--- config.mk ---
export PLATFORM = sky130hd
export DESIGN_NAME = vending_machine_param
export DESIGN_NICKNAME = d
export VERILOG_FILES = /design/src/rtl/vending_machine_param.sv
export SDC_FILE = /design/constraint.sdc
export NUM_CORES = 1
export LEC_CHECK = 0
export ABC_AREA = 1
export BUFFER_PORTS_ARGS = -buffer_cell sky130_fd_sc_hd__buf_2
export CORE_MARGIN = 4
export CORE_UTILIZATION = 48
export CTS_BUF_LIST = sky130_fd_sc_hd__clkbuf_4 sky130_fd_sc_hd__clkbuf_8 sky130_fd_sc_hd__clkbuf_16
export CTS_CLUSTER_SIZE = 24
export DETAILED_ROUTE_END_ITERATION = 7
export PLACE_DENSITY = 0.81
export RECOVER_POWER = 50
export SLEW_MARGIN = 10
export SYNTH_ARGS = -nofsm -noshare
export SYNTH_HDL_FRONTEND = slang
export SYNTH_SLANG_ARGS = --single-unit
--- constraint.sdc ---
create_clock -name i_clk -period 8 [get_ports i_clk]
set_input_delay 0.4 -clock i_clk [delete_from_list [all_inputs] [get_ports i_clk]]
set_output_delay 0.4 -clock i_clk [all_outputs]
set_load 0.05 [all_outputs]
--- src/rtl/vending_machine_param.sv ---
// Parameterised vending machine.
// The machine accumulates nickel/dime/quarter credit toward PRICE_UNITS, vends
// with change, or refunds on cancel. Each outcome is held until the dispenser
// acknowledges it. Every output is registered. The state is exposed on
// o_dbg_state for observation.
//
// Handshake: entering VEND or REFUND raises o_busy together with o_soda and
// o_change. These outputs stay stable until i_ack is sampled high at a rising
// edge. On that same edge the machine returns to IDLE, and o_soda, o_change
// and o_busy drop. i_ack has no effect at any other time.
module vending_machine_param #(
  parameter int PRICE_UNITS = 5,
  parameter int CREDIT_W    = 4,
  parameter int COUNT_W     = 8
) (
  input  logic                i_clk,
  input  logic                i_rst,
  input  logic                i_nickle,
  input  logic                i_dime,
  input  logic                i_quarter,
  input  logic                i_cancel,
  input  logic                i_ack,
  output logic                o_soda,
  output logic [CREDIT_W-1:0] o_change,
  output logic [CREDIT_W-1:0] o_credit,
  output logic                o_reject,
  output logic                o_busy,
  output logic [COUNT_W-1:0]  o_sales,
  output logic [1:0]          o_dbg_state
);

  // Credit never exceeds PRICE_UNITS+4, so this width check makes overflow impossible.
  if ((1 << CREDIT_W) <= PRICE_UNITS + 4) begin : g_bad_credit_w
    $error("CREDIT_W too small: 2^CREDIT_W must exceed PRICE_UNITS+4");
  end
  if (PRICE_UNITS < 1 || PRICE_UNITS > 63) begin : g_bad_price
    $error("PRICE_UNITS must lie in 1..63");
  end

  typedef enum logic [1:0] {
    S_IDLE    = 2'd0,
    S_COLLECT = 2'd1,
    S_VEND    = 2'd2,
    S_REFUND  = 2'd3
  } state_t;

  localparam logic [CREDIT_W-1:0] PRICE_V   = CREDIT_W'(PRICE_UNITS);
  localparam logic [CREDIT_W-1:0] NICKEL_V  = CREDIT_W'(1);
  localparam logic [CREDIT_W-1:0] DIME_V    = CREDIT_W'(2);
  localparam logic [CREDIT_W-1:0] QUARTER_V = CREDIT_W'(5);

  state_t               r_state;
  logic                 r_soda;
  logic [CREDIT_W-1:0]  r_change;
  logic [CREDIT_W-1:0]  r_credit;
  logic                 r_reject;
  logic                 r_busy;
  logic [COUNT_W-1:0]   r_sales;

  state_t               w_state_nx;
  logic                 w_soda_nx;
  logic [CREDIT_W-1:0]  w_change_nx;
  logic [CREDIT_W-1:0]  w_credit_nx;
  logic                 w_reject_nx;
  logic                 w_busy_nx;
  logic [COUNT_W-1:0]   w_sales_nx;

  logic [1:0]           w_coin_cnt;
  logic                 w_any_coin;
  logic                 w_one_coin;
  logic                 w_multi_coin;
  logic [CREDIT_W-1:0]  w_coin_val;
  logic [CREDIT_W-1:0]  w_sum;

  // Decode the coin inputs: how many coins are high, and the value of a lone coin.
  always_comb begin
    w_coin_cnt   = {1'b0, i_nickle} + {1'b0, i_dime} + {1'b0, i_quarter};
    w_any_coin   = i_nickle | i_dime | i_quarter;
    w_one_coin   = (w_coin_cnt == 2'd1);
    w_multi_coin = (w_coin_cnt >= 2'd2);
    w_coin_val   = '0;
    if (i_nickle)       w_coin_val = NICKEL_V;
    else if (i_dime)    w_coin_val = DIME_V;
    else if (i_quarter) w_coin_val = QUARTER_V;
    // Simultaneous coins are refused and add nothing to the credit.
    w_sum = r_credit + (w_one_coin ? w_coin_val : '0);
  end

  // Next-state and next-output logic. Outputs hold their value unless changed below.
  always_comb begin
    w_state_nx  = r_state;
    w_soda_nx   = r_soda;
    w_change_nx = r_change;
    w_credit_nx = r_credit;
    w_reject_nx = 1'b0;
    w_busy_nx   = r_busy;
    w_sales_nx  = r_sales;
    case (r_state)
      S_IDLE, S_COLLECT: begin
        w_reject_nx = w_multi_coin;
        // Cancel wins over reaching the price. In IDLE it matters only with a real coin.
        if (i_cancel && (r_state == S_COLLECT || w_one_coin)) begin
          w_state_nx  = S_REFUND;
          w_soda_nx   = 1'b0;
          w_change_nx = w_sum;
          w_credit_nx = '0;
          w_busy_nx   = 1'b1;
        end else if (w_one_coin) begin
          if (w_sum >= PRICE_V) begin
            w_state_nx  = S_VEND;
            w_soda_nx   = 1'b1;
            w_change_nx = w_sum - PRICE_V;
            w_credit_nx = '0;
            w_busy_nx   = 1'b1;
          end else begin
            w_state_nx  = S_COLLECT;
            w_credit_nx = w_sum;
          end
        end
      end
      S_VEND, S_REFUND: begin
        w_reject_nx = w_any_coin;
        if (i_ack) begin
          w_state_nx  = S_IDLE;
          w_soda_nx   = 1'b0;
          w_change_nx = '0;
          w_busy_nx   = 1'b0;
          if (r_state == S_VEND) w_sales_nx = r_sales + COUNT_W'(1);
        end
      end
      default: begin
        w_state_nx  = S_IDLE;
        w_soda_nx   = 1'b0;
        w_change_nx = '0;
        w_credit_nx = '0;
        w_busy_nx   = 1'b0;
        w_sales_nx  = '0;
      end
    endcase
  end

  // State and output registers with synchronous reset.
  always_ff @(posedge i_clk) begin
    if (i_rst) begin
      r_state  <= S_IDLE;
      r_soda   <= 1'b0;
      r_change <= '0;
      r_credit <= '0;
      r_reject <= 1'b0;
      r_busy   <= 1'b0;
      r_sales  <= '0;
    end else begin
      r_state  <= w_state_nx;
      r_soda   <= w_soda_nx;
      r_change <= w_change_nx;
      r_credit <= w_credit_nx;
      r_reject <= w_reject_nx;
      r_busy   <= w_busy_nx;
      r_sales  <= w_sales_nx;
    end
  end

  assign o_soda      = r_soda;
  assign o_change    = r_change;
  assign o_credit    = r_credit;
  assign o_reject    = r_reject;
  assign o_busy      = r_busy;
  assign o_sales     = r_sales;
  assign o_dbg_state = r_state;

endmodule

==> impl_metrics.env, run 1 <==
export IMPL_syn_mean_instance_area_um2=7.32
export IMPL_multiInputGateArea_um2=676
export IMPL_startpoint_type="input pin"
export IMPL_cts_root_buffer="clkbuf_4"
export IMPL_final_common_cell="nand2_1"
export IMPL_fin_total_pwr_mw=0.315
export IMPL_seq_area_frac_synth=0.350
export IMPL_hold_buffers=0
export IMPL_grt_overflow_total=0
export IMPL_place_congestion=0.852
export IMPL_critical_path_required_ns=8.24
export IMPL_rsz0062_at_grt="no"
export IMPL_final_cell_mix="nand2_1 (34), inv_1 (21), dfxtp_1 (21), a21oi_1 (18), clkbuf_1 (16)"
export IMPL_port_buffers=27
export IMPL_relSlewSlack=0.596
export IMPL_cp_top_family="adder cells"
export IMPL_route_detailed_drc=0
export IMPL_nets=210
export IMPL_area_delta_synth_final_pct=13.6
export IMPL_critPathArrivalTime_ns=3.29
export IMPL_finalSetupTns_ns=0
export IMPL_slowest_delay_ns=0.56
export IMPL_antennaDiodeCount=0
export IMPL_htreeDepth=1
export IMPL_setup_viol=0
export IMPL_vias=1182
export IMPL_syn_area_um2=1200
export IMPL_dp_slack_ns=4.63
export IMPL_cts_setup_buffers=0
export IMPL_synth_cell_type_count=28
export IMPL_cap_violations=0
export IMPL_ys_warn_count=0
export IMPL_synth_fp_nets=179
export IMPL_grt_pass1_wl_um=4510
export IMPL_drt_vias_per_instance=5.32
export IMPL_coreArea_um2=2300
export IMPL_grt_max_degree=14
export IMPL_vdd_drop_max_mv=0.138
export IMPL_worst_path_buf_inv=4
export IMPL_drt_wl_total_um=2670
export IMPL_holdCritPathClass="input pin to flip-flop"
export IMPL_worstMarginPinSlew_ns=0.608
export IMPL_die_area_um2=3370
export IMPL_ctsResizeCount=0
export IMPL_grt_pass1_vias=1058
export IMPL_routedWlPerCell_um=12.0
export IMPL_std_cell_rows=17
export IMPL_area_sequential_um2=420
export IMPL_power_density_nw_per_um2=230
export IMPL_cp_max_fo=5
export IMPL_clock_path_buffers=2
export IMPL_fp_dieW_um=58.0
export IMPL_min_from="i_rst"
export IMPL_antenna_left=0
export IMPL_firstDrtPassIters=4
export IMPL_fin_crit_sh=0.381
export IMPL_finalHoldViolCount=0
export IMPL_setup_slack_ns=4.95
export IMPL_cts_num_sinks=21
export IMPL_tritoncts="done"
export IMPL_worstSetupStartpoint="i_nickle"
export IMPL_cp_cell_sequence="buf_2 > inv_1 > fa_1 > inv_1 > nand2_2 > a21oi_1 > ha_1 > fa_1 > inv_1 > ha_1 > o211ai_1 > nand4_1 > nand2_4 > nand2_1 > a21oi_1"
export IMPL_insertion_delay_ns=0.31
export IMPL_ios=28
export IMPL_grt_use_total=0.170
export IMPL_clock_skew_ns=0.000871
export IMPL_n_fill_cell=231
export IMPL_worstSetupEndpointType="flip-flop"
export IMPL_numCtsBuffers=3
export IMPL_fmax_mhz=328
export IMPL_die_height_um=58.0
export IMPL_status="complete, no violations"
export IMPL_clk_pin_slew_ns=0.12
export IMPL_synthCells=164
export IMPL_path_common_cell="inv_1"
export IMPL_fin_crit_ns=3.05
export IMPL_hpwl_um=2160
export IMPL_start_util=0.523
export IMPL_p_leak_nw=0.628
export IMPL_drt_iter0_markers=38
export IMPL_yosys_register_bits=21
export IMPL_report_final_slew_viol_count=0
export IMPL_r2r_start="o_credit[0]$_SDFFE_PP0P_"
export IMPL_antenna_found_initial=0
export IMPL_drive_above_1_share=0.149
export IMPL_crit_slowest_cell="fa_1"
export IMPL_crit_type="input pin to flip-flop"
-- per-stage QoR --
stage                      util  cells  hold slack (ns)  cell area (µm²)
final                     0.594    222            0.419             1370
after global routing      0.594    222            0.407             1370
after CTS                 0.608    222            0.399             1400
after detailed placement  0.595    218            0.448             1370
after global placement    0.595    218            0.453             1370
after floorplan               -    164            0.478             1200
-- power by group --
part | total (mW) | switching (mW) | internal [mW]
sequential | 0.125 | 0.00913 | 0.116
clock | 0.0527 | 0.0336 | 0.0191
combinational | 0.137 | 0.101 | 0.0364
-- layer usage --
metal  wire length [µm]  global-route usage  share of wire  vias to the layer above
met5                  0                   0              0                        -
met2               1330               0.294           0.50                       32
met1               1190               0.207           0.44                      546
met3                138              0.0512          0.052                        4
met4                 20              0.0397         0.0075                        0
li1                   -                   -              -                      600
-- final timing paths --
kind / to / slack (ns) / cells after the start
hold / removal: o_sales[7]$_SDFFE_PP0P_ / 0.42 / 2
setup / recovery: o_change[1]$_SDFFE_PP0P_ / 4.95 / 15
hold reg to reg: o_soda$_SDFFE_PP0P_ / 0.47 / 2
setup reg to reg: o_change[1]$_SDFFE_PP0P_ / 5.60 / 9
-- logic make-up (layout without fill, tap and decap cells) --
kind of cell               Yosys count  count (layout)  synth area share
adders and majority gates            8               8            0.0958
and+or+nand+nor                     80              80             0.332
DFF                                 21              21             0.350
xor gates and xnor gates             2               2            0.0146
AOI/OAI and AO/OA                   29              29             0.130
buffers and inverters               24              54            0.0771
-- registers in the layout, summed over array words and instances, names as in the netlist --
name,count
o_busy,1
o_change,4
o_credit,4
o_dbg_state,2
o_reject,1
o_sales,8
o_soda,1
-- cell type report --
cell class              count  share of cell area
clock buffers               3              0.0165
repair buffers             27              0.0843
clock inverters             1             0.00550
multi-input cells         119               0.495
well taps                  28              0.0257
inverters                  23              0.0651
flip-flops and latches     21               0.308
-- synth_stat cells, drive strengths merged --
library cell  count  share of area
nand2            41           0.16
inv              23          0.074
dfxtp            21           0.35
a21oi            18          0.075
nor2             17          0.066
nand3            11          0.050
o21ai             8          0.036
ha                6          0.062
nor3              6          0.029
nand4             3          0.016
fa                2          0.033
o211ai            2          0.012
a211oi            1         0.0063
and2              1         0.0052
clkbuf            1         0.0031
nor4              1         0.0052
xnor2             1         0.0073
xor2              1         0.0073
No activity file was read; power rests on OpenSTA's default activity.
==> run 2: changes to the inputs <==
--- a/config.mk
+++ b/config.mk
@@ -5,14 +5,14 @@
 export SDC_FILE = /design/constraint.sdc
 export NUM_CORES = 1
 export LEC_CHECK = 0
-export ABC_AREA = 1
+export ABC_AREA = 0
 export BUFFER_PORTS_ARGS = -buffer_cell sky130_fd_sc_hd__buf_2
 export CORE_MARGIN = 4
-export CORE_UTILIZATION = 48
+export CORE_UTILIZATION = 47
 export CTS_BUF_LIST = sky130_fd_sc_hd__clkbuf_4 sky130_fd_sc_hd__clkbuf_8 sky130_fd_sc_hd__clkbuf_16
 export CTS_CLUSTER_SIZE = 24
 export DETAILED_ROUTE_END_ITERATION = 7
-export PLACE_DENSITY = 0.81
+export PLACE_DENSITY = 0.83
 export RECOVER_POWER = 50
 export SLEW_MARGIN = 10
 export SYNTH_ARGS = -nofsm -noshare
==> constraint.sdc (replaced) <==
create_clock -name i_clk -period 2.5 [get_ports i_clk]
set_input_delay 0.125 -clock i_clk [delete_from_list [all_inputs] [get_ports i_clk]]
set_output_delay 0.125 -clock i_clk [all_outputs]
set_load 0.05 [all_outputs]
==> run 2 against run 1 <==
  * The run now ends with negative setup slack left
  * First-iteration DRC count is 37% higher
  * Worst setup slack worse by 5.0 ns
  * Hold slack worse by 0.28 ns
  * Flip-flop and latch count stayed put
  * Combinational power is 100% higher
  * Core utilization is 12 points higher
  * Cell count is 3.6% lower
  * Die area is 0.10% lower
  * Wire length is 29% higher
  * Count of clock-buffer cells in the layout stayed put
  * Area after synthesis is 2.2% lower
  * Critical endpoint unchanged
  * Largest power group is now registers
==> impl_metrics.env, run 2 <==
export IMPL_status="complete, but fails checks"
export IMPL_violations="negative setup slack"
export IMPL_fmax_mhz=387
export IMPL_grt_max_degree=24
export IMPL_synth_compound_area_frac=0.167
export IMPL_grt_pass1_wl_um=5520
export IMPL_synthMuxAreaShare=0.00852
export IMPL_finalNonFillerCells=214
export IMPL_crit_slowest_cell="fa_1"
export IMPL_synth_cell_type_count=38
export IMPL_fp_dieW_um=58.0
export IMPL_die_area_um2=3360
export IMPL_vias=1235
export IMPL_dp_slack_ns=-0.491
export IMPL_synth_edf_count=0
export IMPL_vdd_drop_max_mv=0.324
export IMPL_critical_path_required_ns=2.75
export IMPL_place_congestion=0.881
export IMPL_worstSetupEndpointType="flip-flop"
export IMPL_synth_fa_ha_area_frac=0.0980
export IMPL_final_common_cell="buf_4"
export IMPL_drive_above_1_share=0.333
export IMPL_finalSetupTns_ns=-0.409
export IMPL_clock_path_buffers=2
export IMPL_slowest_delay_ns=0.55
export IMPL_synth_top_area_frac=0.358
export IMPL_netlist_top_cells_area="dfxtp_1 (36%), ha_1 (6.4%), a21oi_1 (5.5%), xnor2_1 (4.5%), nand2_1 (4.2%)"
export IMPL_yosys_register_bits=21
export IMPL_power_density_nw_per_um2=500
export IMPL_firstDrtPassIters=4
export IMPL_synth_fp_nets=151
export IMPL_setup_viol=8
export IMPL_finalHoldViolCount=0
export IMPL_startpoint_type="input pin"
export IMPL_largest_reg_flops=8
export IMPL_cp_top_family="adder cells"
export IMPL_htreeDepth=1
export IMPL_syn_mean_instance_area_um2=8.64
export IMPL_ys_flop_type="dfxtp_1"
export IMPL_antennaDiodeCount=0
export IMPL_routedWlPerCell_um=16.1
export IMPL_area_delta_synth_final_pct=38.9
export IMPL_syn_area_um2=1170
export IMPL_fin_total_pwr_mw=0.816
export IMPL_worst_path_buf_inv=4
export IMPL_final_cell_mix="buf_4 (22), dfxtp_1 (21), clkbuf_1 (14), nand2_1 (13), a21oi_1 (12)"
export IMPL_fin_crit_ns=2.59
export IMPL_tritoncts="done"
export IMPL_grt_overflow_total=0
export IMPL_cts_num_sinks=21
export IMPL_port_buffers=27
export IMPL_worstMarginPinSlew_ns=0.613
export IMPL_clk_pin_slew_ns=0.13
export IMPL_rsz0062_at_grt="yes"
export IMPL_hpwl_um=2300
export IMPL_crit_type="input pin to flip-flop"
export IMPL_nets=202
export IMPL_ys_warn_count=0
export IMPL_critPathArrivalTime_ns=2.83
export IMPL_clock_skew_ns=0.00116
export IMPL_synth_largest_area_cell="dfxtp_1"
export IMPL_drt_wl_total_um=3450
export IMPL_grt_pass1_vias=1223
export IMPL_insertion_delay_ns=0.32
export IMPL_drt_vias_per_instance=5.77
export IMPL_std_cell_rows=17
export IMPL_holdCritPathClass="input pin to flip-flop"
export IMPL_drt_iter0_markers=52
export IMPL_p_leak_nw=0.692
export IMPL_numCtsBuffers=3
export IMPL_synthCells=136
export IMPL_antenna_left=0
export IMPL_grt_use_total=0.214
export IMPL_yosys_area_share_simple=0.245
export IMPL_synth_top_family_by_area="simple AND/OR/NAND/NOR gates"
export IMPL_fin_crit_sh=1.03
export IMPL_cp_max_fo=4
export IMPL_antenna_found_initial=0
export IMPL_relSlewSlack=0.593
export IMPL_dp_cells=202
export IMPL_cts_root_buffer="clkbuf_4"
export IMPL_start_util=0.511
export IMPL_ios=28
export IMPL_place_area_um2=1490
export IMPL_coreArea_um2=2300
export IMPL_cap_violations=0
export IMPL_synthXorXnorAreaFrac=0.0820
export IMPL_die_height_um=58.0
export IMPL_synth_most_common_cell="dfxtp_1"
export IMPL_seq_area_frac_synth=0.358
export IMPL_report_final_slew_viol_count=0
export IMPL_synth_common_cells="dfxtp_1 (21), a21oi_1 (13), nand2_1 (13)"
export IMPL_design_area_um2=1630
export IMPL_route_detailed_drc=0
export IMPL_synth_async_reset_ratio=0
export IMPL_cp_cell_sequence="buf_8 > inv_8 > fa_1 > nand2b_4 > nor2_4 > ha_4 > fa_1 > inv_2 > ha_4 > inv_4 > o22ai_4 > and4_4 > or3_4 > o32ai_2"
export IMPL_setup_slack_ns=-0.0854
-- run 2: changes by cell type in the layout (fill, tap and decap cells not counted), moves of 3 or more --
| cell | before | now |
|---|---|---|
| buf_4 | 0 | 22 |
| a21oi_1 | 18 | 12 |
| nor2b_1 | 0 | 5 |
| xnor2_1 | 1 | 6 |
| xor2_1 | 1 | 5 |
| nand3_1 | 10 | 4 |
| nand2_2 | 3 | 0 |
| nor2_1 | 15 | 10 |
| nand2_1 | 34 | 13 |
| nor3_1 | 5 | 0 |
| inv_1 | 21 | 5 |
| ha_1 | 6 | 3 |
| nand2_4 | 4 | 0 |
| o32ai_2 | 0 | 3 |
-- run 2: path summary, 6_finish.rpt --
check / from / to / slack (ns) / cells past startpoint
setup / recovery: i_quarter / o_change[1]$_SDFFE_PP0P_ / -0.09 / 14
hold / removal: i_ack / o_dbg_state[1]$_SDFFE_PP0P_ / 0.14 / 3
setup reg to reg: o_credit[0]$_SDFFE_PP0P_ / o_change[1]$_SDFFE_PP0P_ / 0.22 / 9
hold reg to reg: o_busy$_SDFFE_PP0P_ / o_busy$_SDFFE_PP0P_ / 0.48 / 2
-- run 2: where the power goes --
part	total, mW	switching, mW	internal (mW)
clock network	0.180	0.120	0.0601
logic	0.276	0.165	0.110
registers	0.360	0.0127	0.347
-- run 2: logic make-up (layout without fill, tap and decap cells) --
kind of cell | after synthesis | in the layout
AND/OR/NAND/NOR | 53 | 53
AO/OA/AOI/OAI | 29 | 29
flip-flops | 21 | 21
buffers and inverters | 13 | 63
XOR/XNOR | 11 | 11
adder cells (fa/ha/maj) | 8 | 8
multiplexers | 1 | 1
-- run 2: layer usage --
metal,wire length (µm),vias up,global-route usage,share of wire
met5,0,-,0,0
met4,203,0,0.185,0.059
met3,179,20,0.0356,0.052
met2,1750,52,0.358,0.51
met1,1320,582,0.232,0.38
li1,-,581,-,-
-- run 2: worst reg2reg max path: stages, from the launching register on --
cell and delay (ns):
dfxtp_1 0.37, ha_4 0.18, fa_1 0.54, inv_2 0.07, ha_4 0.16, inv_4 0.06
o22ai_4 0.08, and4_4 0.21, or3_4 0.42, o32ai_2 0.10
-- run 2: final cells by class --
class / instances / area, µm²
clock inverters: 1 / 5.00
well taps: 28 / 35.0
flip-flops and latches: 21 / 420
repair buffers: 49 / 305
fillers: 158 / 666
inverters: 10 / 47.5
clock buffers: 3 / 22.5
multi-input cells: 102 / 796
-- run 2: stage by stage --
stage	utilization	hold slack [ns]
floorplan	-	0.244
global placement	0.649	0.450
detailed placement	0.649	0.452
CTS	0.707	0.141
global route	0.710	0.147
finish	0.710	0.140
-- run 2: timing repair --
item,4_1_cts,5_1_grt
hold buffers,0,0
resized for setup,13,3
setup endpoints to repair,10,11
endpoints found under the hold margin,0,0
setup buffers,6,2
cloned,0,0
pin swaps,12,10
==> run 3: changes to the inputs <==
--- a/config.mk
+++ b/config.mk
@@ -8,13 +8,12 @@
 export ABC_AREA = 0
 export BUFFER_PORTS_ARGS = -buffer_cell sky130_fd_sc_hd__buf_2
 export CORE_MARGIN = 4
-export CORE_UTILIZATION = 47
+export CORE_UTILIZATION = 48
 export CTS_BUF_LIST = sky130_fd_sc_hd__clkbuf_4 sky130_fd_sc_hd__clkbuf_8 sky130_fd_sc_hd__clkbuf_16
 export CTS_CLUSTER_SIZE = 24
 export DETAILED_ROUTE_END_ITERATION = 7
-export PLACE_DENSITY = 0.83
+export PLACE_DENSITY = 0.82
 export RECOVER_POWER = 50
-export SLEW_MARGIN = 10
 export SYNTH_ARGS = -nofsm -noshare
 export SYNTH_HDL_FRONTEND = slang
 export SYNTH_SLANG_ARGS = --single-unit
==> constraint.sdc (replaced) <==
create_clock -name i_clk -period 3.1 [get_ports i_clk]
set_input_delay 0.155 -clock i_clk [delete_from_list [all_inputs] [get_ports i_clk]]
set_output_delay 0.155 -clock i_clk [all_outputs]
set_load 0.05 [all_outputs]
==> run 3 against run 2 <==
  * The flow now finishes without violations
  * Critical path depth fell by 1
  * Hold slack improved by 0.012 ns
  * Count of clock-buffer cells in the layout did not move
  * Power fell by 29%
  * Sequential share of layout area rose by 5.3 points
  * Flip-flop and latch count did not move
  * Cell count fell by 9.8%
  * Clock skew rose by 0.0027 ns
  * Combinational power fell by 45%
  * Non-clock buffer count fell by 21
==> impl_metrics.env, run 3 (synthesis results as in run 2) <==
export IMPL_power_density_nw_per_um2=429
export IMPL_start_util=0.516
export IMPL_holdCritPathClass="input pin to flip-flop"
export IMPL_place_congestion=0.858
export IMPL_clock_skew_ns=0.00382
export IMPL_drt_wl_total_um=2680
export IMPL_antenna_found_initial=0
export IMPL_antennaDiodeCount=0
export IMPL_startpoint_type="input pin"
export IMPL_clock_path_buffers=2
export IMPL_crit_type="input pin to flip-flop"
export IMPL_cts_num_sinks=21
export IMPL_coreArea_um2=2280
export IMPL_setup_viol=0
export IMPL_final_cell_mix="dfxtp_1 (21), clkbuf_1 (18), a21oi_1 (13), nand2_1 (13), nor2_1 (11)"
export IMPL_cp_max_fo=5
export IMPL_setup_slack_ns=0.241
export IMPL_slowest_delay_ns=0.54
export IMPL_fmax_mhz=350
export IMPL_grt_max_degree=24
export IMPL_drive_above_1_share=0.133
export IMPL_status="complete, no violations"
export IMPL_p_leak_nw=0.566
export IMPL_report_final_slew_viol_count=0
export IMPL_critical_path_required_ns=3.36
export IMPL_htreeDepth=1
export IMPL_largest_reg_flops=8
export IMPL_hold_buffers=0
export IMPL_critPathArrivalTime_ns=3.12
export IMPL_grt_pass1_vias=1039
export IMPL_vias=1090
export IMPL_dp_cells=189
export IMPL_insertion_delay_ns=0.32
export IMPL_whs_ns=0.152
export IMPL_drt_vias_per_instance=5.65
export IMPL_crit_slowest_cell="fa_1"
export IMPL_vdd_drop_max_mv=0.273
export IMPL_area_delta_synth_final_pct=15.1
export IMPL_finalNonFillerCells=193
export IMPL_port_buffers=27
export IMPL_worstMarginPinSlew_ns=0.599
export IMPL_die_area_um2=3300
export IMPL_antenna_left=0
export IMPL_cp_cell_sequence="buf_2 > inv_1 > fa_1 > nand2b_1 > nor2_1 > ha_1 > fa_1 > inv_1 > ha_1 > o22ai_2 > nand4_1 > or3_1 > a21oi_1"
export IMPL_relSlewSlack=0.602
export IMPL_nets=181
export IMPL_finalSetupTns_ns=0
export IMPL_hpwl_um=2000
export IMPL_ios=28
export IMPL_rsz0062_at_grt="no"
export IMPL_fin_crit_sh=0.922
export IMPL_routedWlPerCell_um=13.9
export IMPL_utilization=0.594
export IMPL_route_detailed_drc=0
export IMPL_worstSetupEndpointType="flip-flop"
export IMPL_numCtsBuffers=3
export IMPL_fp_dieW_um=57.5
export IMPL_cts_root_buffer="clkbuf_4"
export IMPL_clk_pin_slew_ns=0.12
export IMPL_grt_use_total=0.166
export IMPL_die_height_um=57.5
export IMPL_firstDrtPassIters=4
export IMPL_grt_overflow_total=0
export IMPL_cap_violations=0
export IMPL_dp_slack_ns=-0.139
export IMPL_grt_pass1_wl_um=4330
export IMPL_tritoncts="done"
export IMPL_fin_crit_ns=2.86
export IMPL_finalHoldViolCount=0
export IMPL_final_common_cell="dfxtp_1"
export IMPL_std_cell_rows=17
export IMPL_drt_iter0_markers=23
-- run 3: cell types whose count changed in the layout (fill, tap and decap cells not counted), sizes merged --
cell and delta:
buf -25, clkbuf +4
-- run 3: what timing repair did --
action / 4_1_cts / 5_1_grt
setup buffers: 0 / 0
endpoints found under the setup margin: 0 / 1
resized for setup: 0 / 1
-- run 3: per-layer routing --
layer  vias up  share of wire  track usage  wire length (µm)
li1        539              -            -                 -
met1       520           0.45        0.190              1200
met2        26           0.49        0.295              1320
met3         5          0.045       0.0317               120
met4         0          0.015       0.0728                39
met5         -              0            0                 0
-- run 3: worst max-delay path: cells and delay by family --
family                     cells  cell delay (ns)
AOI/OAI and AO/OA              2             0.39
and+or+nand+nor                4             0.82
adders and majority gates      4             1.49
buffers and inverters          3             0.26
-- run 3: report_power, final --
group / switching [mW] / internal [mW]
sequential: 0.00864 / 0.280
clock: 0.0912 / 0.0484
combinational: 0.107 / 0.0451
-- run 3: cell type report --
type / instances / area [µm²]
timing repair buffer: 28 / 120
clock inverter: 1 / 5.00
multi-input combinational: 102 / 712
tap: 28 / 35.0
fill: 192 / 923
inverter: 10 / 37.5
sequential: 21 / 420
clock buffer: 3 / 22.5
-- run 3: stage by stage --
step	total power [mW]	instance area [µm²]
after global placement	0.441	1340
after CTS	0.576	1370
after detailed placement	0.445	1340
final	0.580	1350
after floorplan	0.409	1170
after global routing	0.602	1350
-- run 3: final timing paths --
path	startpoint	endpoint	slack, ns	cells past startpoint
setup / recovery	i_dime	o_credit[2]$_SDFFE_PP0P_	0.24	13
hold / removal	i_ack	o_dbg_state[1]$_SDFFE_PP0P_	0.15	3
setup reg to reg	o_credit[0]$_SDFFE_PP0P_	o_credit[2]$_SDFFE_PP0P_	0.68	8
hold reg to reg	o_busy$_SDFFE_PP0P_	o_busy$_SDFFE_PP0P_	0.48	2
